==> src/rtl/piso_sched.sv <==
// Round-robin scheduler for a shared parallel-in/serial-out shift register.
// Grants one requester, drives the register load port, then times WIDTH shift cycles plus GAP idle cycles.
module piso_sched #(
  parameter int WIDTH = 4,
  parameter int GAP   = 1
) (
  input  logic             clk,
  input  logic             reset,
  input  logic             req0,
  input  logic [WIDTH-1:0] data0,
  input  logic             req1,
  input  logic [WIDTH-1:0] data1,
  output logic             ack0,
  output logic             ack1,
  output logic             piso_mode,
  output logic [WIDTH-1:0] piso_in,
  output logic             frame_valid,
  output logic             frame_last,
  output logic             grant_id,
  output logic             busy
);

  localparam int MAXC = (WIDTH > GAP) ? WIDTH : GAP;
  localparam int CW   = (MAXC > 1) ? $clog2(MAXC) : 1;
  localparam logic [CW-1:0] SHIFT_INIT = CW'(WIDTH - 1);
  localparam logic [CW-1:0] GAP_INIT   = (GAP > 0) ? CW'(GAP - 1) : '0;

  typedef enum logic [1:0] {
    S_IDLE  = 2'd0,
    S_LOAD  = 2'd1,
    S_SHIFT = 2'd2,
    S_GAP   = 2'd3
  } state_t;

  state_t           state_q, state_d;
  logic [CW-1:0]    cnt_q, cnt_d;
  logic [WIDTH-1:0] word_q, word_d;
  logic             gid_q, gid_d;
  logic             ptr_q, ptr_d;
  logic             win_s;

  logic             ack0_q, ack0_d;
  logic             ack1_q, ack1_d;
  logic             piso_mode_q, piso_mode_d;
  logic [WIDTH-1:0] piso_in_q, piso_in_d;
  logic             frame_valid_q, frame_valid_d;
  logic             frame_last_q, frame_last_d;
  logic             grant_id_q, grant_id_d;
  logic             busy_q, busy_d;

  // State, sequencing and output registers; reset forces every output low at once
  always_ff @(posedge clk or negedge reset) begin
    if (!reset) begin
      state_q       <= S_IDLE;
      cnt_q         <= '0;
      word_q        <= '0;
      gid_q         <= 1'b0;
      ptr_q         <= 1'b0;
      ack0_q        <= 1'b0;
      ack1_q        <= 1'b0;
      piso_mode_q   <= 1'b0;
      piso_in_q     <= '0;
      frame_valid_q <= 1'b0;
      frame_last_q  <= 1'b0;
      grant_id_q    <= 1'b0;
      busy_q        <= 1'b0;
    end else begin
      state_q       <= state_d;
      cnt_q         <= cnt_d;
      word_q        <= word_d;
      gid_q         <= gid_d;
      ptr_q         <= ptr_d;
      ack0_q        <= ack0_d;
      ack1_q        <= ack1_d;
      piso_mode_q   <= piso_mode_d;
      piso_in_q     <= piso_in_d;
      frame_valid_q <= frame_valid_d;
      frame_last_q  <= frame_last_d;
      grant_id_q    <= grant_id_d;
      busy_q        <= busy_d;
    end
  end

  // Next state: arbitration in IDLE, then fixed-length LOAD/SHIFT/GAP sequencing
  always_comb begin
    state_d = state_q;
    cnt_d   = cnt_q;
    word_d  = word_q;
    gid_d   = gid_q;
    ptr_d   = ptr_q;
    win_s   = 1'b0;
    case (state_q)
      S_IDLE: begin
        if (req0 || req1) begin
          // Pointer names the requester that wins a tie; it always points away from the last winner
          if (req0 && req1) begin
            win_s = ptr_q;
          end else begin
            win_s = req1;
          end
          word_d  = win_s ? data1 : data0;
          gid_d   = win_s;
          ptr_d   = ~win_s;
          state_d = S_LOAD;
        end else begin
          state_d = S_IDLE;
        end
      end
      S_LOAD: begin
        state_d = S_SHIFT;
        cnt_d   = SHIFT_INIT;
      end
      S_SHIFT: begin
        if (cnt_q == '0) begin
          if (GAP == 0) begin
            state_d = S_IDLE;
          end else begin
            state_d = S_GAP;
          end
          cnt_d = GAP_INIT;
        end else begin
          cnt_d = cnt_q - CW'(1);
        end
      end
      S_GAP: begin
        if (cnt_q == '0) begin
          state_d = S_IDLE;
        end else begin
          cnt_d = cnt_q - CW'(1);
        end
      end
      default: begin
        state_d = S_IDLE;
        cnt_d   = '0;
      end
    endcase
  end

  // Output decode from the current state; registered on the next edge
  always_comb begin
    piso_mode_d   = (state_q == S_LOAD);
    piso_in_d     = (state_q == S_LOAD) ? word_q : piso_in_q;
    ack0_d        = (state_q == S_LOAD) && !gid_q;
    ack1_d        = (state_q == S_LOAD) && gid_q;
    frame_valid_d = (state_q == S_SHIFT);
    frame_last_d  = (state_q == S_SHIFT) && (cnt_q == '0);
    grant_id_d    = gid_q;
    busy_d        = (state_q != S_IDLE);
  end

  assign ack0        = ack0_q;
  assign ack1        = ack1_q;
  assign piso_mode   = piso_mode_q;
  assign piso_in     = piso_in_q;
  assign frame_valid = frame_valid_q;
  assign frame_last  = frame_last_q;
  assign grant_id    = grant_id_q;
  assign busy        = busy_q;

endmodule

==> config.mk <==
export PLATFORM = sky130hd
export DESIGN_NAME = piso_sched
export DESIGN_NICKNAME = d
export VERILOG_FILES = /design/src/rtl/piso_sched.sv
export SDC_FILE = /design/constraint.sdc
export NUM_CORES = 1
export LEC_CHECK = 0
export BUFFER_PORTS_ARGS = -buffer_cell sky130_fd_sc_hd__buf_2
export CORE_ASPECT_RATIO = 1.5
export CORE_UTILIZATION = 45
export CTS_CLUSTER_DIAMETER = 150
export DETAILED_ROUTE_END_ITERATION = 7
export PLACE_DENSITY = 0.72
export SYNTH_ARGS = -nofsm -noshare
export SYNTH_HDL_FRONTEND = slang
export SYNTH_SLANG_ARGS = --single-unit
==> constraint.sdc <==
create_clock -name clk -period 1.41 [get_ports clk]
set_input_delay 0.0705 -clock clk [delete_from_list [all_inputs] [get_ports clk]]
set_output_delay 0.0705 -clock clk [all_outputs]
set_load 0.02 [all_outputs]
* After elaboration in Yosys (flattened, before gate mapping)
Index checks and enable logic that the tools add are counted.
Operators by class: add/sub/neg operators 1, multipliers 0, div/mod/pow operators 0, magnitude comparators 0, equal/unequal tests 6, shifts and indexed selects 0, muxes and demuxes 11, bitwise gates (word level) 1, reductions and logical operators 13
Operators with widths (number):
- $mux W2 | 4
- $pmux W2 S4 | 1
- $pmux W2 S3 | 1
- $reduce_and A2 Y1 | 3
- $eq A2 B2 Y1 const B | 2
- $logic_and A1 B1 Y1 | 4
- $logic_not A2 Y1 | 2
- $mux W1 | 4
- $mux W4 | 1
- $ne A2 B2 Y1 const B | 2
- $reduce_bool A3 Y1 | 1
- $eq A2 B1 Y1 const B | 1
- $ne A2 B1 Y1 const B | 1
- $reduce_bool A2 Y1 | 1
- $sub A2 B1 Y2 const B | 1
- $logic_not A1 Y1 | 1
- $logic_or A1 B1 Y1 | 1
- $not A1 Y1 | 1
Storage, ports and cells: flip-flop bits (word level) 21, latch bits 0, bits in writable memories 0, bits in read-only memories 0, input port bits 12, word-level logic and storage cells 45, memories 0

* Logic depth before layout (Yosys ltp)
Gate-level depths: netlist of run 1.
depth in word-level cells 5, depth in mapped cells 5, gate-level depth less buffers 5

* Worst setup path after synthesis of run 1
No wires, ideal clock.
path type reg2reg, start reg state_q[0], end reg word_q[0], library setup time 0.126 ns, data arrival time 1.286 ns, data required time 1.284 ns, path slack -0.002 ns, cell stages (with the launch flop) 6, path buffers 0, clock period less this slack 1.412 ns, cell sequence dfrtp_1 inv_1 ha_1 and2_4 and3_1 a221o_1
Between the ends: word-level cells in the longest chain between the ends 2
Ends and longest elaborated chain:
- start: declaration | RTL line 35 | state_t state_q, state_d;
- start signal: assignment | RTL line 68 | state_q <= state_d;
- $logic_not A2 Y1 | RTL line 92 | case (state_q)
- $reduce_and A2 Y1 (no line)
- end signal: assignment | RTL line 70 | word_q <= word_d;
- end: declaration | RTL line 37 | logic [WIDTH-1:0] word_q, word_d;
No other way between the ends. A chain may end at the register's enable or synchronous reset.

* Final worst setup path of run 1
Same ends and word-level chain as after synthesis.

==> results of run 1 <==
[worst max-delay path, cell delays in order (launching register included)]
cell     delay, ns
dfrtp_1       0.43
inv_2         0.09
ha_4          0.18
and2_4        0.17
and3_1        0.16
a221o_1       0.26
[kinds of logic after synthesis]
| kind of cell | Yosys count |
|---|---|
| adder cells (fa/ha/maj) | 8 |
| AO/OA/AOI/OAI | 12 |
| multiplexers | 8 |
| buffers and inverters | 8 |
| flip-flops | 21 |
| AND/OR/NAND/NOR | 13 |
[routing by layer]
| layer | wire [um] | part of all wire, % | GRT usage [%] | vias up |
|---|---|---|---|---|
| li1 | - | - | - | 321 |
| met1 | 695 | 45 | 19.9 | 319 |
| met2 | 767 | 49 | 27.1 | 17 |
| met3 | 65 | 4.2 | 3.07 | 4 |
| met4 | 26 | 1.7 | 6.40 | 0 |
| met5 | 0 | 0 | 0 | - |
[area by class of cell]
type | count | area share, %
clock buffer | 3 | 1.84
clock inverter | 1 | 0.409
inverter | 8 | 2.45
multi-input combinational | 41 | 35.6
sequential | 21 | 43.0
tap | 21 | 2.15
timing repair buffer | 30 | 14.5
[stage by stage]
| stage | setup WS (ns) | instance area [um2] | util (%) |
|---|---|---|---|
| 2_1_floorplan | 0.00230 | 935 | - |
| 3_3_place_gp | 0.0467 | 1090 | 58.2 |
| 3_5_place_dp | -0.00509 | 1090 | 58.2 |
| 4_1_cts | -0.0141 | 1170 | 62.2 |
| 5_1_grt | -0.0276 | 1220 | 65.2 |
| 6_report | 0.0263 | 1220 | 65.2 |
[registers in the layout, summed over array words and instances, names as in the netlist, 2 cells and up]
register,cells
cnt_q,2
word_q,4
piso_in,4
state_q,2
[synthesized netlist by cell type (all sizes together)]
cell and number:
nor2b 1, nand2 1, o21ai 2, dfrtp 21, a22o 1, and2 3
a221o 5, a21o 1, ha 8, and3 4, nor2 2, mux2 4
mux2i 4, inv 8, nand2b 1, a21oi 1, a221oi 2, nor3 1
[power groups by stage]
stage | logic [uW] | registers [uW] | clock network, uW
6_report | 1530 | 1010 | 280
5_1_grt | 1690 | 1050 | 308
4_1_cts | 1340 | 1010 | 286
3_5_place_dp | 1260 | 1030 | 0
3_3_place_gp | 1220 | 1010 | 0
2_1_floorplan | 736 | 1160 | 0
[cells in the final DEF, fill, tap and decap left out]
master         Yosys  final
dfrtp_2            0      1
ha_1               8      3
mux2i_4            0      1
inv_1              8      6
nor2b_1            1      1
buf_2              0     22
a221o_1            5      5
clkbuf_4           0      3
dfrtp_1           21     20
a21o_2             1      1
a22o_2             1      1
a21oi_2            1      1
mux2_2             4      4
inv_2              0      2
nor2_2             0      1
and2_1             2      2
o21ai_4            1      1
nor3_1             1      1
and3_1             4      4
and2_4             1      1
a221oi_2           0      2
nand2b_1           1      1
o21ai_1            1      1
ha_2               0      3
nor2_1             2      1
dlygate4sd3_1      0      3
buf_4              0      5
nand2_1            1      1
ha_4               0      2
mux2i_1            4      3
clkinv_2           0      1
[worst max path at each step]
| stage | end | cells after the start | slack (ns) |
|---|---|---|---|
| after detailed placement | word_q[1] | 5 | -0.005 |
| after global placement | state_q[0] | 5 | 0.05 |
| final | word_q[0] | 5 | 0.03 |
| after CTS | word_q[0] | 5 | -0.01 |
| after floorplan | state_q[0] | 5 | 0.002 |
| after global routing | word_q[0] | 5 | -0.03 |
[what timing repair did]
action	CTS	global route
setup buffers	1	1
endpoints found under the hold margin	23	0
endpoints found under the setup margin	7	8
resized for setup	2	12
pin swaps	1	1
hold buffers	3	0
==> impl_metrics.tcl, run 1 <==
set metrics [dict create \
    drtIter0Drc 13 \
    synth_area_leaders "dfrtp_1, ha_1, a221o_1, mux2_2, mux2i_1" \
    place.gp.congestion 0.749 \
    yosys.area.top_type "dfrtp_1" \
    setup_tns_ns 0 \
    fin_crit_ns 1.38 \
    timing.final.crit_share_pct 98.1 \
    cts_tree "done" \
    crit_required_ns 1.60 \
    yosysSeqAreaShare_pct 56.4 \
    synthMuxAreaShare_pct 9.13 \
    clk_latency_ns 0.30 \
    pwr-share-clk_pct 9.9 \
    seqCellArea_um2 527 \
    status "completed" \
    arrival_ns 1.58 \
    clk_pin_slew_worst_paths_ns 0.12 \
    hold_end "word_q[1]" \
    seq_power_share_pct 36.0 \
    hold_violations 0 \
    clock_sinks 21 \
    fin_worst_skew_ns 0.00663 \
    power_switching_uw 1090 \
    netlist-cell-type-count 20 \
    max_cap_viol_count 0 \
    r2r-end "word_q[0]" \
    antenna_left 0 \
    grt_antenna_before_repair 0 \
    grt_start_max_net_pins 22 \
    ctsHtreeMaxLevel 1 \
    core_um2 1880 \
    cellLeakagePower_uw 0.000635 \
    wirelength_um 1550 \
    yosysTopAreaCellShare_pct 56.4 \
    synthAdderAreaFrac_pct 10.7 \
    peakVddDrop_uv 1260 \
    routedWlPerCell_um 12.4 \
    final_cells 125 \
    synth_top_family_by_area "compound AO/OA/AOI/OAI gates" \
    yosys_warnings 0 \
    crit_path_end_kind "flop" \
    synth_compound_area_share_pct 12.5 \
    power.total_uw 2820 \
    syn2layout_area_growth_pct 31.4 \
    insertedDiodeCount 0 \
    hold_ws_ns 0.00127 \
    sw_frac_of_total_pct 38.8 \
    nNetsFinal 125 \
    hold_path.startpoint "data0[1]" \
    cts-root-buf "clkbuf_4" \
    die_area_um2 2260 \
    multi_input_area_um2 437 \
    synth-xor-area-share_pct 0 \
    die_w_um 39.2 \
    dp_hpwl_um 1160 \
    critPathLaunch "state_q[0]" \
    synth_fp_nets 90 \
    worstReg2RegStart "state_q[0]" \
    hold_path_depth 2 \
    grt_pass1_vias 631 \
    min_path_type "in2reg" \
    vias 661 \
    io_pins 23 \
    cts_made_buffers 3 \
    rrSetupSlack_ns 0.03 \
    slew_headroom_pct 70.1 \
    power_density_nw_per_um2 2300 \
    rr_worst_depth 5 \
    critPathMaxFanout 5 \
    p_int_uw 1730 \
    maxSlewViolCount 0 \
    start_kind "flop" \
    rsz0062_at_grt "yes" \
    track_usage_pct 16.2 \
    avgSynthCellArea_um2 13.3 \
    die_y_um 57.7 \
    syn_inst 70 \
    via_per_inst 5.29 \
    comb_power_share_pct 54.1 \
    cts_buffer_depth 2 \
    ys_seq_elements 21 \
    layout-drive-gt1-share_pct 50.0 \
    start_util_pct 49.6 \
    grt_first_pass_wirelength_um 2620 \
    overflow 0 \
    dp_cells 116 \
    setup_viol 0 \
    first_pass_iters 4 \
    route.detailed.drc 0 \
    syn-cell-area_um2 932 \
    port_buffers 22 \
    num_rows 19 \
    path_class "reg2reg" \
    fmax_mhz 723 \
    nFillCells 147 \
    tightestPinTransition_ns 0.448 \
    yosys.area_share.simple_pct 8.05 \
]
Note: power is estimated with default switching activity, not from simulation.
==> inputs of run 2 (changes only) <==
REMOVE_ABC_BUFFERS = 1   (was unset)
TNS_END_PERCENT = 30   (was unset)
==> run 2 against run 1 <==
The run now ends with negative setup slack left. Sequential cell count unchanged. Highest routed layer unchanged. Non-clock buffer count down 1. Sequential power about the same. Wire length up 14%. Hold slack better by 0.0072 ns. Clock power about the same. Total power down 6.0%. Utilization down 3.1 points. First-iteration DRC count up 38%.
==> impl_metrics.tcl, run 2 (synthesis gave the netlist of run 1 again) <==
set metrics [dict create \
    clock_sinks 21 \
    cts_made_buffers 3 \
    via_per_inst 5.31 \
    dp_hpwl_um 1330 \
    clk_pin_slew_worst_paths_ns 0.11 \
    path_class "reg2reg" \
    cts-root-buf "clkbuf_4" \
    grt_antenna_before_repair 0 \
    final_cells 124 \
    cp_slowest_cell "dfrtp_1" \
    rsz0062_at_grt "yes" \
    track_usage_pct 19.0 \
    fin_ws_ns -0.00495 \
    busiest_layer "met2" \
    setup_viol 1 \
    pwr-share-clk_pct 10.6 \
    die_w_um 39.2 \
    seq_power_share_pct 38.3 \
    grt_start_max_net_pins 22 \
    arrival_ns 1.60 \
    hold_violations 0 \
    port_buffers 22 \
    use_met3_pct 2.30 \
    mostFrequentLayoutCell "buf_2" \
    placed_cell_area_um2 1100 \
    nNetsFinal 124 \
    num_rows 19 \
    drtIter0Drc 18 \
    violations "negative setup slack" \
    crit_required_ns 1.60 \
    wirelength_um 1770 \
    power_switching_uw 1030 \
    layout-drive-gt1-share_pct 41.7 \
    design_area_um2 1170 \
    grtUsageMet1_pct 23.2 \
    io_pins 23 \
    crit_chain "inv_2, ha_2, and2_4, and3_1, a221o_1" \
    place.gp.congestion 0.803 \
    slew_headroom_pct 69.5 \
    overflow 0 \
    die_y_um 57.7 \
    cellLeakagePower_uw 0.000622 \
    start_util_pct 49.6 \
    maxSlewViolCount 0 \
    power_density_nw_per_um2 2270 \
    crit_path_end_kind "flop" \
    antenna_left 0 \
    tightestPinTransition_ns 0.457 \
    peakVddDrop_uv 1100 \
    max_cap_viol_count 0 \
    rr_worst_depth 5 \
    mostFrequentLayoutCells "buf_2, dfrtp_1, inv_1, a221o_1, ha_1" \
    cts_buffer_depth 2 \
    vias 659 \
    clk_latency_ns 0.30 \
    cp_slowest_stage_delay_ns 0.43 \
    nFillCells 157 \
    first_pass_iters 4 \
    insertedDiodeCount 0 \
    routedWlPerCell_um 14.2 \
    pre_cts_ws_ns -0.0692 \
    status "finished with violations" \
    gr-usage-met2_pct 32.1 \
    core_um2 1880 \
    fin_worst_skew_ns 0.000661 \
    cts_tree "done" \
    fmax_mhz 707 \
    start_kind "flop" \
    dp_cells 117 \
    comb_power_share_pct 51.1 \
    p_int_uw 1620 \
    timing.final.crit_share_pct 100 \
    ctsHtreeMaxLevel 1 \
    route.detailed.drc 0 \
    syn2layout_area_growth_pct 25.1 \
    sw_frac_of_total_pct 38.9 \
    hold_path_depth 2 \
    min_path_type "in2reg" \
    grt_pass1_vias 709 \
    die_area_um2 2260 \
    critPathMaxFanout 5 \
    fin_crit_ns 1.41 \
    grt_first_pass_wirelength_um 2980 \
]
-- run 2: changes by cell type in the layout (fill, tap and decap cells not counted), sizes merged --
cell	delta
buf	-1
clkbuf	+1
clkinv	-1
-- run 2: path summary, 6_finish.rpt --
kind	start	to	slack (ns)
max	state_q[1]	word_q[1]	-0.005
min reg2reg	gid_q	grant_id	0.44
min	data0[3]	word_q[3]	0.008
max in group asynchronous	reset	word_q[1]	0.86
max reg2reg	state_q[1]	word_q[1]	-0.005
min in group asynchronous	reset	frame_last	0.24
-- run 2: cell type report --
cell class / instances / area (um2) / area share, %
sequential: 21 / 526 / 45.1
multi-input combinational: 41 / 388 / 33.3
timing repair buffer: 29 / 170 / 14.6
inverter: 8 / 30.0 / 2.58
clock buffer: 4 / 26.3 / 2.25
tap: 21 / 26.3 / 2.25
-- run 2: power groups by stage --
stage	sequential [uW]	clock [uW]	combinational [uW]
2_1_floorplan	1160	0	729
3_3_place_gp	1010	0	1250
3_5_place_dp	1030	0	1310
4_1_cts	1020	294	1340
5_1_grt	1050	317	1500
6_report	1010	282	1350
-- run 2: per-layer routing --
metal  vias up  part of all wire [%]
met3         5                   4.7
met5         -                     0
met4         0                   1.6
met2        21                    55
met1       322                    38
li1        311                     -
-- run 2: critical path, delay by kind of cell, from the launching register on --
kind,cells,cell delay (ns)
compound gates,1,0.27
fa+ha+maj,1,0.21
buf+inv,1,0.07
flops,1,0.43
simple gates,2,0.33
-- run 2: stage by stage --
| step | TNS [ns] | hold slack [ns] | utilization [%] | power, uW |
|---|---|---|---|---|
| after floorplan | -0.00886 | -0.225 | - | 1890 |
| after global placement | 0 | 0.0427 | 58.5 | 2260 |
| after detailed placement | -0.216 | 0.0510 | 58.5 | 2330 |
| after CTS | -0.0285 | 0.00159 | 61.3 | 2650 |
| after global routing | -0.223 | 0.0170 | 62.1 | 2870 |
| final | -0.00495 | 0.00843 | 62.1 | 2650 |
-- run 2: what timing repair did --
item	4_1_cts	5_1_grt
endpoints found under the hold margin	22	1
resized for setup	2	3
buffers inserted	0	0
hold buffers	2	1
endpoints found under the setup margin	6	11
